$ cat config.mk
export PLATFORM = sky130hd
export DESIGN_NAME = prefetch_fetcher_flat
export DESIGN_NICKNAME = d
export VERILOG_FILES = /design/src/rtl/prefetch_fetcher_pkg.sv /design/src/rtl/prefetch_fetcher_if.sv /design/src/rtl/prefetch_fetcher_opcode_len.sv /design/src/rtl/prefetch_fetcher.sv /design/src/flat_wrapper.sv
export SDC_FILE = /design/constraint.sdc
export NUM_CORES = 1
export LEC_CHECK = 0
export ABC_CLOCK_PERIOD_IN_PS = 6500
export CELL_PAD_IN_SITES_DETAIL_PLACEMENT = 1
export CELL_PAD_IN_SITES_GLOBAL_PLACEMENT = 1
export CORE_MARGIN = 2
export CORE_UTILIZATION = 43
export CTS_CLUSTER_SIZE = 24
export DETAILED_ROUTE_END_ITERATION = 8
export MAX_ROUTING_LAYER = met4
export PLACE_DENSITY_LB_ADDON = 0.1
export SYNTH_ARGS = -nofsm -noshare
export SYNTH_HDL_FRONTEND = slang
export SYNTH_HIERARCHICAL = 1
export SYNTH_SLANG_ARGS = --single-unit
$ cat constraint.sdc
create_clock -name clk -period 6.5 [get_ports clk]
set_input_delay 0.975 -clock clk [delete_from_list [all_inputs] [get_ports clk]]
set_output_delay 0.975 -clock clk [all_outputs]
set_load 0.03 [all_outputs]
$ cat src/rtl/prefetch_fetcher_pkg.sv
// prefetch_fetcher_pkg: shared widths and types for the fetch/decode front end
package prefetch_fetcher_pkg;
  localparam int ADDR_WIDTH = 16;
  localparam int REG_WIDTH = 8;
  localparam int ILEN_WIDTH = 2;
  localparam int PREFETCH_DEPTH = 4;
  typedef logic [ILEN_WIDTH-1:0] ilen_t;
endpackage

$ cat src/rtl/prefetch_fetcher_if.sv
// prefetch_fetcher_if: memory read port, redirect and instruction handshake bundle
interface prefetch_fetcher_if #(
  parameter int AW = prefetch_fetcher_pkg::ADDR_WIDTH,
  parameter int DW = prefetch_fetcher_pkg::REG_WIDTH
);
  import prefetch_fetcher_pkg::*;
  logic mem_re;
  logic [AW-1:0] mem_addr;
  logic [DW-1:0] mem_rdata;
  logic pc_load;
  logic [AW-1:0] pc_load_value;
  logic instr_valid;
  logic instr_ready;
  logic [DW-1:0] instr_opcode;
  logic [DW-1:0] instr_op1;
  logic [DW-1:0] instr_op2;
  ilen_t instr_len;
  logic [AW-1:0] instr_pc;
  modport master (
    output mem_re, mem_addr, instr_valid, instr_opcode, instr_op1, instr_op2, instr_len, instr_pc,
    input mem_rdata, pc_load, pc_load_value, instr_ready
  );
  modport slave (
    input mem_re, mem_addr, instr_valid, instr_opcode, instr_op1, instr_op2, instr_len, instr_pc,
    output mem_rdata, pc_load, pc_load_value, instr_ready
  );
endinterface

$ cat src/rtl/prefetch_fetcher_opcode_len.sv
// opcode_len: 6502 instruction length (1..3 bytes) from its opcode
module opcode_len
  import prefetch_fetcher_pkg::*;
(
  input logic [REG_WIDTH-1:0] opcode,
  output ilen_t len
);
  logic [3:0] lo;
  assign lo = opcode[3:0];
  // absolute/indirect forms take two operand bytes; implied/accumulator forms none
  always_comb begin
    len = (opcode == 8'h20 || lo inside {4'hC, 4'hD, 4'hE} || (lo == 4'h9 && opcode[4])) ? 2'd3 :
          (opcode inside {8'h00, 8'h40, 8'h60} || lo == 4'h8 || lo == 4'hA) ? 2'd1 : 2'd2;
  end
endmodule

$ cat src/rtl/prefetch_fetcher.sv
// prefetch_fetcher: byte prefetch queue assembling whole 6502 instructions for the decoder
module prefetch_fetcher #(
  parameter int ADDR_WIDTH = prefetch_fetcher_pkg::ADDR_WIDTH,
  parameter int DATA_WIDTH = prefetch_fetcher_pkg::REG_WIDTH,
  parameter int DEPTH = prefetch_fetcher_pkg::PREFETCH_DEPTH,
  parameter logic [ADDR_WIDTH-1:0] RESET_PC = '0
) (
  input logic clk,
  input logic reset_n,
  prefetch_fetcher_if.master bus
);
  import prefetch_fetcher_pkg::*;
  localparam int CW = $clog2(DEPTH + 1);
  localparam int IW = $clog2(DEPTH);
  logic [DATA_WIDTH-1:0] q_data [DEPTH];
  logic [DATA_WIDTH-1:0] nxt_data [DEPTH];
  logic [ADDR_WIDTH-1:0] q_addr [DEPTH];
  logic [ADDR_WIDTH-1:0] nxt_addr [DEPTH];
  logic [CW-1:0] count, nxt_count;
  logic [ADDR_WIDTH-1:0] fetch_pc;
  logic inflight, valid, pop, push;
  ilen_t head_len, pop_len;
  if (DEPTH < 3 || DEPTH > 16) begin : g_depth_check
    $fatal(1, "prefetch_fetcher: DEPTH must be in 3..16");
  end
  opcode_len u_len (.opcode(q_data[0]), .len(head_len));
  // handshake, read issue and zero-gated instruction fields; redirect suppresses both issue and pop
  always_comb begin
    valid = count != '0 && count >= CW'(head_len);
    pop = valid && bus.instr_ready && !bus.pc_load;
    pop_len = pop ? head_len : '0;
    push = inflight && !bus.pc_load;
    bus.mem_re = reset_n && !bus.pc_load && (int'(count) + int'(inflight) < DEPTH);
    bus.mem_addr = fetch_pc;
    bus.instr_valid = valid;
    bus.instr_opcode = valid ? q_data[0] : '0;
    bus.instr_op1 = valid && head_len >= 2'd2 ? q_data[1] : '0;
    bus.instr_op2 = valid && head_len == 2'd3 ? q_data[2] : '0;
    bus.instr_len = valid ? head_len : '0;
    bus.instr_pc = valid ? q_addr[0] : '0;
  end
  // shift out the popped instruction and append the returning byte behind the survivors
  always_comb begin
    nxt_count = count - CW'(pop_len) + CW'(push);
    for (int i = 0; i < DEPTH; i++) begin
      nxt_data[i] = '0;
      nxt_addr[i] = '0;
      if (i + int'(pop_len) < int'(count)) begin
        nxt_data[i] = q_data[IW'(i + int'(pop_len))];
        nxt_addr[i] = q_addr[IW'(i + int'(pop_len))];
      end else if (push && i == int'(count) - int'(pop_len)) begin
        nxt_data[i] = bus.mem_rdata;
        nxt_addr[i] = fetch_pc - ADDR_WIDTH'(1);
      end
    end
  end
  // queue state; the in-flight byte's address is fetch_pc-1 since the pc advanced at issue
  always_ff @(posedge clk or negedge reset_n)
    if (!reset_n) begin
      q_data <= '{default: '0};
      q_addr <= '{default: '0};
      count <= '0;
      inflight <= 1'b0;
      fetch_pc <= RESET_PC;
    end else begin
      q_data <= nxt_data;
      q_addr <= nxt_addr;
      count <= bus.pc_load ? '0 : nxt_count;
      inflight <= bus.mem_re;
      fetch_pc <= bus.pc_load ? bus.pc_load_value : bus.mem_re ? fetch_pc + ADDR_WIDTH'(1) : fetch_pc;
    end
endmodule

$ cat src/flat_wrapper.sv
// flat-port wrapper written by rule: the top's interface ports become plain ports
module prefetch_fetcher_flat import prefetch_fetcher_pkg::*;
#(
  parameter int ADDR_WIDTH = prefetch_fetcher_pkg::ADDR_WIDTH,
  parameter int DATA_WIDTH = prefetch_fetcher_pkg::REG_WIDTH,
  parameter int DEPTH = prefetch_fetcher_pkg::PREFETCH_DEPTH,
  parameter logic [ADDR_WIDTH-1:0] RESET_PC = '0
)
  (clk, reset_n, bus_mem_re, bus_mem_addr, bus_instr_valid, bus_instr_opcode, bus_instr_op1, bus_instr_op2, bus_instr_len, bus_instr_pc, bus_mem_rdata, bus_pc_load, bus_pc_load_value, bus_instr_ready);
  prefetch_fetcher_if bus_i ();
  input logic clk;
  input logic reset_n;
  output wire logic [$bits(bus_i.mem_re)-1:0] bus_mem_re;
  output wire logic [$bits(bus_i.mem_addr)-1:0] bus_mem_addr;
  output wire logic [$bits(bus_i.instr_valid)-1:0] bus_instr_valid;
  output wire logic [$bits(bus_i.instr_opcode)-1:0] bus_instr_opcode;
  output wire logic [$bits(bus_i.instr_op1)-1:0] bus_instr_op1;
  output wire logic [$bits(bus_i.instr_op2)-1:0] bus_instr_op2;
  output wire logic [$bits(bus_i.instr_len)-1:0] bus_instr_len;
  output wire logic [$bits(bus_i.instr_pc)-1:0] bus_instr_pc;
  input wire logic [$bits(bus_i.mem_rdata)-1:0] bus_mem_rdata;
  input wire logic [$bits(bus_i.pc_load)-1:0] bus_pc_load;
  input wire logic [$bits(bus_i.pc_load_value)-1:0] bus_pc_load_value;
  input wire logic [$bits(bus_i.instr_ready)-1:0] bus_instr_ready;
  assign bus_mem_re = bus_i.mem_re;
  assign bus_mem_addr = bus_i.mem_addr;
  assign bus_instr_valid = bus_i.instr_valid;
  assign bus_instr_opcode = bus_i.instr_opcode;
  assign bus_instr_op1 = bus_i.instr_op1;
  assign bus_instr_op2 = bus_i.instr_op2;
  assign bus_instr_len = bus_i.instr_len;
  assign bus_instr_pc = bus_i.instr_pc;
  assign bus_i.mem_rdata = bus_mem_rdata;
  assign bus_i.pc_load = bus_pc_load;
  assign bus_i.pc_load_value = bus_pc_load_value;
  assign bus_i.instr_ready = bus_instr_ready;
  prefetch_fetcher #(.ADDR_WIDTH(ADDR_WIDTH), .DATA_WIDTH(DATA_WIDTH), .DEPTH(DEPTH), .RESET_PC(RESET_PC)) u_core (.clk(clk), .reset_n(reset_n), .bus(bus_i));
endmodule
==> out/qor.csv, run 1 <==
stage;metric;value;unit
timing;Max Freq;0.185;GHz
grt;Total GRT Usage;0.309;
floorplanning;core area;0.0193;mm2
floorplanning;I/O Pins;88;
logic_synthesis;count of cell types in the netlist;69;
grt;maximum number of pins on one net before global-route repair;70;
cells_and_area;commonest cells after routing, fill and taps aside;dfrtp_1 (116), clkdlybuf4s50_1 (86), o22ai_1 (61), mux2_2 (57), o21ai_0 (49);
placement;post-DP HPWL;19700;um
timing;final hold violation count;0;
grt;gr ovfl total;0;
logic_synthesis;Gate Count Post-Synth;838;
timing;# setup viols final;0;
pwr;power per cell area;365;mW/mm2
pwr;leakage power;4.46;nW
critical_path;CP max stage cell;a211oi_1;
logic_synthesis;Area contributors post-synth;dfrtp_1 (35%), mux2_2 (7.7%), mux4_2 (5.6%);
cells_and_area;n_diodes;0;
clocking;total clock sinks;116;
detailed_routing;Starting DRT DRC Count;562;
critical_path;CP arrival;5.73;ns
grt;initial antenna violation count;0;
critical_path;crit path capture type;flip-flop;
critical_path;CP Launch Type;flip-flop;
cells_and_area;leading cell type in the layout, fill and taps excluded;dfrtp_1;
floorplanning;Die Y-Extent;144;um
critical_path;Worst Setup SP;u_core/q_data[24]$_DFF_PN0_;
clocking;CTS resizes;0;
clocking;total CTS buffers;17;
cells_and_area;Non-Filler Instances;1172;
clocking;Setup Buffers After CTS;0;
pwr;combinational power share;0.477;
worst_hold_path;min-delay src;u_core/q_addr[29]$_DFF_PN0_;
critical_path;Top Family by Delay on Critical Path;compound AO/OA/AOI/OAI gates;
logic_synthesis;number of synthesized flops with an enable pin;0;
cells_and_area;Synth-to-Final Area Change;19.5;%
critical_path;crit-path cells;or4_4 > o31a_1 > inv_1 > ha_1 > a211o_1 > nand3_1 > buf_4 > ha_1 > nor2b_1 > o21a_1 > a211oi_1 > a32oi_1 > o211ai_1;
floorplanning;die width;144;um
timing;RSZ-0062 raised after global routing;false;
timing;max-slew violations;0;
pwr;switching share of total power;0.453;
logic_synthesis;Net Count, Synth;885;
logic_synthesis;sequential fraction of the synthesis area;0.346;
critical_path;R2R Path Start;u_core/q_data[24]$_DFF_PN0_;
pwr;switching power;1.66;mW
clocking;htree depth;4;
pwr;sequential share of power;0.258;
logic_synthesis;Syn Std Cell Area;0.00838;mm2
placement;Placed Cells;1142;
pwr;final total power;3.65;mW
logic_synthesis;Ys Warns;6;
floorplanning;total die area;0.0206;mm2
cells_and_area;share of layout cells above drive strength 1;0.161;
critical_path;WP data required;6.83;ns
placement;Routability Congestion;0.847;
timing;Period minus WS final;5.40;ns
grt;first-pass GRT wire length;47400;um
detailed_routing;routed len/inst;25.8;um
timing;setup TNS;0;ns
logic_synthesis;Most used DFF post-synth;dfrtp_1;
detailed_routing;DRT antenna net count;0;
critical_path;critical path peak fanout;36;
outcome;status;completed;
critical_path;CP max stage delay;1.02;ns
floorplanning;Initial Util;0.435;
detailed_routing;TritonRoute pass-1 iters;7;
logic_synthesis;post-synthesis register bit count;116;
timing;Final period util;0.831;
cells_and_area;Nets;943;
logic_synthesis;Synth top area share;0.346;
detailed_routing;Routed WL;30200;um
floorplanning;FP Rows;51;
timing;Setup Skew;0.00957;ns
clocking;Root Driver;clkbuf_16;
timing;Slew HR;0.150;
clocking;Hold Buf Count CTS;0;
pwr;VDD IR-drop max;325;uV
clocking;clk_lat worst skew;0.43;ns
clocking;Worst-path clk slew;0.05;ns
critical_path;critical path class;flip-flop to flip-flop;
logic_synthesis;cell taking the most area after synthesis;dfrtp_1;
critical_path;WP buf/inv;2;
pwr;clock network power share;0.265;
flow_run;number of max-cap violations;0;
placement;Port Buffers;87;
logic_synthesis;asr flop ratio synth;1.00;
pwr;internal power;2.00;mW
grt;vias in the first global route;8291;
critical_path;Most common cell on crit path;ha_1;
clocking;Clock Path Buffers;2;
timing;Worst Tran Pin Value;1.27;ns
detailed_routing;Vias;7702;
detailed_routing;drc violations;0;
detailed_routing;vias per cell;6.57;
clocking;CTS tree;built;
worst_hold_path;Hold/Removal Path Class;flip-flop to flip-flop;
logic_synthesis;Mean Syn Cell Area;10.0;um2
## worst reg2reg max path: stages, from the launching register on
cell and delay [ns]:
dfrtp_1 0.45, or4_4 0.59, o31a_1 0.51, inv_1 0.13
ha_1 0.27, a211o_1 0.51, nand3_1 0.27, buf_4 0.49
ha_1 0.39, nor2b_1 0.16, o21a_1 0.19, a211oi_1 1.02
a32oi_1 0.15, o211ai_1 0.19
## power by group through the flow
| stage | logic, mW | registers (mW) | clock network, mW |
|---|---|---|---|
| after global placement | 1.66 | 0.940 | 0 |
| after floorplan | 1.14 | 0.907 | 0 |
| after global routing | 1.85 | 0.954 | 1.01 |
| after detailed placement | 1.71 | 0.949 | 0 |
| final | 1.74 | 0.941 | 0.968 |
| after CTS | 1.72 | 0.937 | 0.978 |
## sequential cells by signal, summed over array words and instances, names as in the netlist
name / flops
u_core/q_addr: 64
u_core/bus.mem_addr: 16
u_core/inflight: 1
u_core/q_data: 32
u_core/count: 3
## cells in the mapped netlist (all sizes together) (17+ instances only)
cell type	count
dfrtp	116
o22ai	61
mux2	57
clkbuf	55
o21ai	52
mux2i	43
and2	40
nand3	36
nand2	34
nor2	28
inv	26
mux4	26
and3	21
o221ai	21
ha	17
## per-stage QoR
stage	utilization	cell area (um2)	hold WS, ns	setup slack, ns
4_1_cts	0.519	10000	0.571	1.16
5_1_grt	0.519	10000	0.597	0.842
6_report	0.519	10000	0.573	1.10
3_3_place_gp	0.489	9420	0.539	1.37
2_1_floorplan	-	8380	0.506	1.47
3_5_place_dp	0.489	9420	0.563	1.22
## metal layers
metal  vias to the layer above  global-route usage  routed length (um)
met2                       302               0.505               14900
met1                      3981               0.381               12600
li1                       3344                   -                   -
met5                         -                   -                   0
met3                        75              0.0453                1650
met4                         0               0.143                1060
## worst paths after layout
check                                                    to  slack (ns)  cells past startpoint
worst max-delay path            u_core/q_addr[26]$_DFF_PN0_        1.10                     13
worst min-delay path            u_core/q_addr[29]$_DFF_PN0_        0.57                      2
worst max register to register  u_core/q_addr[26]$_DFF_PN0_        1.10                     13
worst min register to register  u_core/q_addr[29]$_DFF_PN0_        0.57                      2
max in group asynchronous       u_core/q_data[23]$_DFF_PN0_        4.49                      2
min in group asynchronous       u_core/q_data[27]$_DFF_PN0_        0.71                      1
## final cells by class
cell class / count / area (um2)
repair buffers: 109 / 1030
fillers: 2123 / 9260
multi-input cells: 625 / 5050
flip-flops and latches: 116 / 2900
clock buffers: 20 / 457
well taps: 265 / 332
clock inverters: 10 / 133
inverters: 27 / 104
## logic make-up after synthesis
kind of cell | Yosys count | synth area share
adders and majority gates | 19 | 0.0302
AOI/OAI and AO/OA | 230 | 0.193
xor gates and xnor gates | 21 | 0.0220
and+or+nand+nor | 229 | 0.153
DFF | 116 | 0.346
muxes | 126 | 0.200
buffers and inverters | 97 | 0.0551
Note: power is estimated with default switching activity, not from simulation.
==> run 2, diff against run 1 <==
--- a/config.mk
+++ b/config.mk
@@ -5,7 +5,7 @@
 export SDC_FILE = /design/constraint.sdc
 export NUM_CORES = 1
 export LEC_CHECK = 0
-export ABC_CLOCK_PERIOD_IN_PS = 6500
+export ABC_CLOCK_PERIOD_IN_PS = 5100
 export CELL_PAD_IN_SITES_DETAIL_PLACEMENT = 1
 export CELL_PAD_IN_SITES_GLOBAL_PLACEMENT = 1
 export CORE_MARGIN = 2
==> constraint.sdc (replaced) <==
create_clock -name clk -period 5.1 [get_ports clk]
set_input_delay 0.765 -clock clk [delete_from_list [all_inputs] [get_ports clk]]
set_output_delay 0.765 -clock clk [all_outputs]
set_load 0.03 [all_outputs]
==> out/qor.csv, run 2 (same netlist as run 1, synthesis figures left out) <==
stage;metric;value;unit;change
detailed_routing;TritonRoute pass-1 iters;5;;-2
critical_path;WP data required;4.34;ns;-2.49 ns
detailed_routing;Vias;7649;;-0.69%
clocking;Hold Buf Count CTS;0;;unchanged
floorplanning;die width;144;um;unchanged
timing;Final WS setup;0.303;ns;-0.793 ns
cells_and_area;share of layout cells above drive strength 1;0.168;;+0.00697
critical_path;CP Launch Type;flip-flop;;
worst_hold_path;Hold/Removal Path Class;primary input to asynchronous set/reset pin;;
cells_and_area;leading cell type in the layout, fill and taps excluded;dfrtp_1;;
placement;Routability Congestion;0.880;;+3.9%
detailed_routing;vias per cell;6.47;;-1.5%
floorplanning;Initial Util;0.435;;unchanged
placement;Port Buffers;87;;unchanged
floorplanning;total die area;0.0206;mm2;unchanged
detailed_routing;M1 wire length;13300;um;+5.3%
detailed_routing;wire length on met2;14800;um;-0.93%
critical_path;CP max stage delay;0.68;ns;-0.34 ns
clocking;clk_lat worst skew;0.42;ns;about the same
timing;Slew HR;0.266;;+0.116
grt;maximum number of pins on one net before global-route repair;73;;+4.3%
clocking;CTS tree;built;;
detailed_routing;Routed WL;30100;um;-0.43%
cells_and_area;fillers;2111;;-0.57%
clocking;Setup Buffers After CTS;0;;unchanged
timing;Setup Skew;0.0161;ns;+0.00658 ns
timing;max-slew violations;0;;unchanged
flow_run;number of max-cap violations;0;;unchanged
cells_and_area;Final Util;0.528;;+0.00825
floorplanning;Die Y-Extent;144;um;unchanged
cells_and_area;Nets;951;;+0.85%
grt;initial antenna violation count;0;;unchanged
grt;Total GRT Usage;0.313;;+0.00388
clocking;CTS resizes;0;;unchanged
floorplanning;I/O Pins;88;;unchanged
timing;Max Freq;0.208;GHz;
critical_path;Top Family by Delay on Critical Path;simple AND/OR/NAND/NOR gates;;
timing;setup TNS;0;ns;unchanged
clocking;total CTS buffers;17;;unchanged
grt;gr ovfl total;0;;unchanged
cells_and_area;Largest register FFs;64;;unchanged
floorplanning;core area;0.0193;mm2;unchanged
critical_path;CP max stage cell;clkdlybuf4s50_1;;
pwr;VDD IR-drop max;435;uV;+34%
clocking;Worst-path clk slew;0.06;ns;about the same
clocking;htree depth;4;;unchanged
cells_and_area;commonest cells after routing, fill and taps aside;dfrtp_1 (116), clkdlybuf4s50_1 (86), o22ai_1 (61), mux2_2 (57), o21ai_0 (49);;
timing;RSZ-0062 raised after global routing;false;;
timing;final hold violation count;0;;unchanged
critical_path;critical path class;flip-flop to output pin;;
detailed_routing;routed len/inst;25.5;um;-1.3%
timing;Final period util;0.941;;
cells_and_area;area occupied by multi-input gates;0.00505;mm2;unchanged
cells_and_area;n_diodes;0;;unchanged
grt;first-pass GRT wire length;47700;um;+0.64%
cells_and_area;Non-Filler Instances;1182;;+0.85%
placement;pre-CTS setup slack;0.500;ns;-0.721 ns
critical_path;CP arrival;4.03;ns;-1.70 ns
clocking;total clock sinks;116;;unchanged
pwr;leakage power;4.54;nW;+1.9%
timing;# setup viols final;0;;unchanged
critical_path;crit-path cells;or4_4 > o31a_1 > inv_1 > ha_1 > o22ai_1 > o21ai_2 > buf_4 > and2_1 > and3_1 > clkdlybuf4s50_1;;
floorplanning;FP Rows;51;;unchanged
grt;vias in the first global route;8178;;-1.4%
placement;Placed Cells;1150;;+0.70%
clocking;Clock Path Buffers;2;;unchanged
pwr;power per cell area;474;mW/mm2;+30%
detailed_routing;DRT antenna net count;0;;unchanged
cells_and_area;Largest Register;u_core/q_addr;;
critical_path;WP buf/inv;3;;+1
detailed_routing;Starting DRT DRC Count;593;;+5.5%
clocking;Root Driver;clkbuf_16;;
timing;Period minus WS final;4.80;ns;
critical_path;critical path peak fanout;35;;-2.8%
critical_path;crit path capture type;output pin;;
cells_and_area;Synth-to-Final Area Change;21.4;%;
detailed_routing;drc violations;0;;unchanged
timing;Worst Tran Pin Value;1.09;ns;-0.173 ns
cells_and_area;Reg area;0.00290;mm2;unchanged
outcome;status;completed;;
timing;worst hold slack;0.135;ns;-0.437 ns
detailed_routing;routed wl met3;1460;um;-11%
detailed_routing;max layer used;met4;;
placement;post-DP HPWL;19900;um;+1.4%
==> run 2: changes by cell type in the layout (fill, tap and decap cells not counted) <==
| cell | before | now |
|---|---|---|
| buf_4 | 23 | 27 |
| clkbuf_8 | 2 | 4 |
| clkinv_4 | 0 | 1 |
| buf_12 | 0 | 4 |
| clkbuf_1 | 1 | 3 |
| clkinvlp_4 | 3 | 1 |
| bufinv_16 | 3 | 4 |
| clkinv_2 | 4 | 2 |
==> run 2: worst paths after layout <==
kind | from | to | slack (ns) | depth (start not counted)
max | u_core/q_data[24]$_DFF_PN0_ | bus_instr_op2[2] | 0.30 | 10
min | reset_n | u_core/q_data[19]$_DFF_PN0_ | 0.14 | 1
max reg2reg | u_core/q_data[24]$_DFF_PN0_ | u_core/q_addr[20]$_DFF_PN0_ | 0.45 | 15
min reg2reg | u_core/q_addr[46]$_DFF_PN0_ | u_core/q_addr[62]$_DFF_PN0_ | 0.58 | 2
max in group asynchronous | reset_n | u_core/q_data[24]$_DFF_PN0_ | 3.19 | 3
min in group clk | u_core/q_addr[46]$_DFF_PN0_ | u_core/q_addr[62]$_DFF_PN0_ | 0.58 | 2
==> run 2: power breakdown <==
part	internal, mW	switching, mW
Combinational	0.813	1.49
Clock	0.870	0.447
Sequential	1.01	0.189
==> run 2: metrics by stage <==
stage          total power [mW]  area, um2
2_1_floorplan              2.61       8380
3_3_place_gp               3.40       9530
3_5_place_dp               3.47       9530
4_1_cts                    4.80      10200
5_1_grt                    5.04      10200
6_report                   4.82      10200
==> run 2: layer usage <==
| metal | vias up | global-route usage |
|---|---|---|
| li1 | 3376 | - |
| met1 | 3969 | 0.403 |
| met2 | 256 | 0.509 |
| met3 | 48 | 0.0493 |
| met4 | 0 | 0.103 |
| met5 | - | - |
==> run 2: final cells by class <==
cell class / count / area share
clock buffer: 24 / 0.0484
multi-input combinational: 625 / 0.496
clock inverter: 8 / 0.0144
inverter: 27 / 0.0102
sequential: 116 / 0.286
tap: 265 / 0.0326
timing repair buffer: 117 / 0.112
==> run 2: worst register-to-register path: cells and delay by family (launching register included) <==
kind                     cells  cell delay (ns)
AO/OA/AOI/OAI                4             1.07
buffers and inverters        2             0.57
AND/OR/NAND/NOR              6             1.51
flip-flops                   1             0.44
adder cells (fa/ha/maj)      3             0.96
==> run 3, diff against run 2 <==
--- a/config.mk
+++ b/config.mk
@@ -9,7 +9,7 @@
 export CELL_PAD_IN_SITES_DETAIL_PLACEMENT = 1
 export CELL_PAD_IN_SITES_GLOBAL_PLACEMENT = 1
 export CORE_MARGIN = 2
-export CORE_UTILIZATION = 43
+export CORE_UTILIZATION = 45
 export CTS_CLUSTER_SIZE = 24
 export DETAILED_ROUTE_END_ITERATION = 8
 export MAX_ROUTING_LAYER = met4
@@ -18,3 +18,4 @@
 export SYNTH_HDL_FRONTEND = slang
 export SYNTH_HIERARCHICAL = 1
 export SYNTH_SLANG_ARGS = --single-unit
+export TNS_END_PERCENT = 100
==> out/qor.csv, run 3 (same netlist as run 1, synthesis figures left out) <==
stage;metric;value;unit;change
outcome;status;completed;;
timing;Worst Tran Pin Value;0.956;ns;-0.139 ns
grt;initial antenna violation count;0;;unchanged
cells_and_area;Synth-to-Final Area Change;19.6;%;
detailed_routing;Vias;7878;;+3.0%
cells_and_area;Largest Register;u_core/q_addr;;
flow_run;number of max-cap violations;0;;unchanged
floorplanning;I/O Pins;88;;unchanged
critical_path;critical path peak fanout;13;;-63%
cells_and_area;n_diodes;0;;unchanged
detailed_routing;TritonRoute pass-1 iters;5;;unchanged
grt;maximum number of pins on one net before global-route repair;71;;-2.7%
cells_and_area;share of layout cells above drive strength 1;0.173;;+0.00508
timing;Max Freq;0.208;GHz;-0.30%
cells_and_area;Largest register FFs;64;;unchanged
clocking;clk_lat worst skew;0.43;ns;about the same
critical_path;crit path capture type;output pin;;
clocking;htree depth;4;;unchanged
clocking;Hold Buf Count CTS;0;;unchanged
detailed_routing;vias per cell;6.86;;+6.0%
timing;Final period util;0.943;;+0.00281
clocking;total CTS buffers;17;;unchanged
grt;first-pass GRT wire length;47600;um;-0.19%
timing;final hold violation count;0;;unchanged
detailed_routing;DRT antenna net count;0;;unchanged
critical_path;R2R Path Start;u_core/q_data[24]$_DFF_PN0_;;
critical_path;critical path class;flip-flop to output pin;;
timing;Setup Skew;0.00701;ns;-0.00914 ns
worst_hold_path;Hold/Removal Path Class;primary input to asynchronous set/reset pin;;
placement;Port Buffers;87;;unchanged
critical_path;CP Launch Type;flip-flop;;
floorplanning;total die area;0.0197;mm2;-4.3%
floorplanning;Initial Util;0.463;;+0.0285
grt;vias in the first global route;8207;;+0.35%
detailed_routing;drc violations;0;;unchanged
timing;RSZ-0062 raised after global routing;false;;
pwr;VDD IR-drop max;504;uV;+16%
placement;Routability Congestion;0.902;;+2.5%
detailed_routing;Routed WL;30600;um;+1.7%
floorplanning;core area;0.0181;mm2;-6.1%
clocking;Setup Buffers After CTS;0;;unchanged
pwr;leakage power;4.48;nW;-1.4%
critical_path;CP arrival;4.05;ns;+0.02 ns
pwr;power per cell area;472;mW/mm2;-0.53%
floorplanning;Die Y-Extent;140;um;-2.2%
clocking;CTS resizes;0;;unchanged
critical_path;Worst Setup SP;u_core/q_data[24]$_DFF_PN0_;;
cells_and_area;commonest cells after routing, fill and taps aside;dfrtp_1 (116), clkdlybuf4s50_1 (86), o22ai_1 (61), mux2_2 (57), o21ai_0 (49);;
critical_path;crit-path cells;or4_4 > o31a_1 > inv_1 > ha_1 > o22ai_1 > o21ai_2 > buf_4 > and2_1 > and3_1 > clkdlybuf4s50_1;;
clocking;Root Driver;clkbuf_16;;
timing;setup TNS;0;ns;unchanged
clocking;Clock Path Buffers;2;;unchanged
timing;max-slew violations;0;;unchanged
grt;gr ovfl total;0;;unchanged
clocking;Worst-path clk slew;0.06;ns;about the same
grt;Total GRT Usage;0.324;;+0.0104
timing;# setup viols final;0;;unchanged
floorplanning;FP Rows;49;;-3.9%
critical_path;CP max stage delay;0.68;ns;about the same
critical_path;WP buf/inv;3;;unchanged
timing;Slew HR;0.360;;+0.0946
timing;worst hold slack;0.354;ns;+0.219 ns
placement;post-DP HPWL;20000;um;+0.33%
timing;Period minus WS final;4.81;ns;+0.0144 ns
floorplanning;die width;140;um;-2.2%
critical_path;Top Family by Delay on Critical Path;simple AND/OR/NAND/NOR gates;;
detailed_routing;routed len/inst;26.7;um;+4.7%
cells_and_area;leading cell type in the layout, fill and taps excluded;dfrtp_1;;
cells_and_area;Nets;953;;+0.21%
clocking;CTS tree;built;;
detailed_routing;Starting DRT DRC Count;690;;+16%
critical_path;CP max stage cell;clkdlybuf4s50_1;;
critical_path;WP data required;4.34;ns;about the same
clocking;total clock sinks;116;;unchanged
-- run 3: metrics by stage --
step	instances	setup WS (ns)	util	power, mW	area, um2
2_1_floorplan	838	0.0703	-	2.61	8380
4_1_cts	1148	0.288	0.554	4.69	10000
3_5_place_dp	1116	0.515	0.522	3.49	9450
5_1_grt	1148	0.115	0.554	4.92	10000
3_3_place_gp	1116	0.709	0.522	3.42	9450
6_report	1148	0.288	0.554	4.73	10000
-- run 3: final timing paths --
check / end / slack [ns] / cells past startpoint
max: bus_instr_op2[0] / 0.29 / 10
min: u_core/count[1]$_DFF_PN0_ / 0.35 / 1
max reg2reg: u_core/q_data[7]$_DFF_PN0_ / 0.44 / 14
min reg2reg: u_core/q_addr[31]$_DFF_PN0_ / 0.57 / 2
max in group asynchronous: u_core/bus.mem_addr[1]$_DFFE_PN0P_ / 3.35 / 2
min in group clk: u_core/q_addr[31]$_DFF_PN0_ / 0.57 / 2
-- run 3: final cells by class --
type	count	area (um2)
clock buffers	18	439
flip-flops and latches	116	2900
clock inverters	14	129
repair buffers	119	1110
multi-input cells	625	5050
fillers	1991	8070
well taps	229	287
inverters	27	104
-- run 3: where the power goes --
part	switching (mW)	leakage (nW)	total (mW)	internal, mW
logic	1.54	2.64	2.37	0.823
registers	0.182	1.58	1.19	1.01
clock network	0.481	0.261	1.17	0.685
total	2.21	4.48	4.73	2.52
-- run 3: per-layer routing --
metal  vias to the layer above  share of wire  GRT usage
met5                         -              0          -
met2                       385           0.48      0.505
met1                      4032           0.43      0.414
li1                       3387              -          -
met4                         0          0.026      0.125
met3                        74          0.068     0.0697
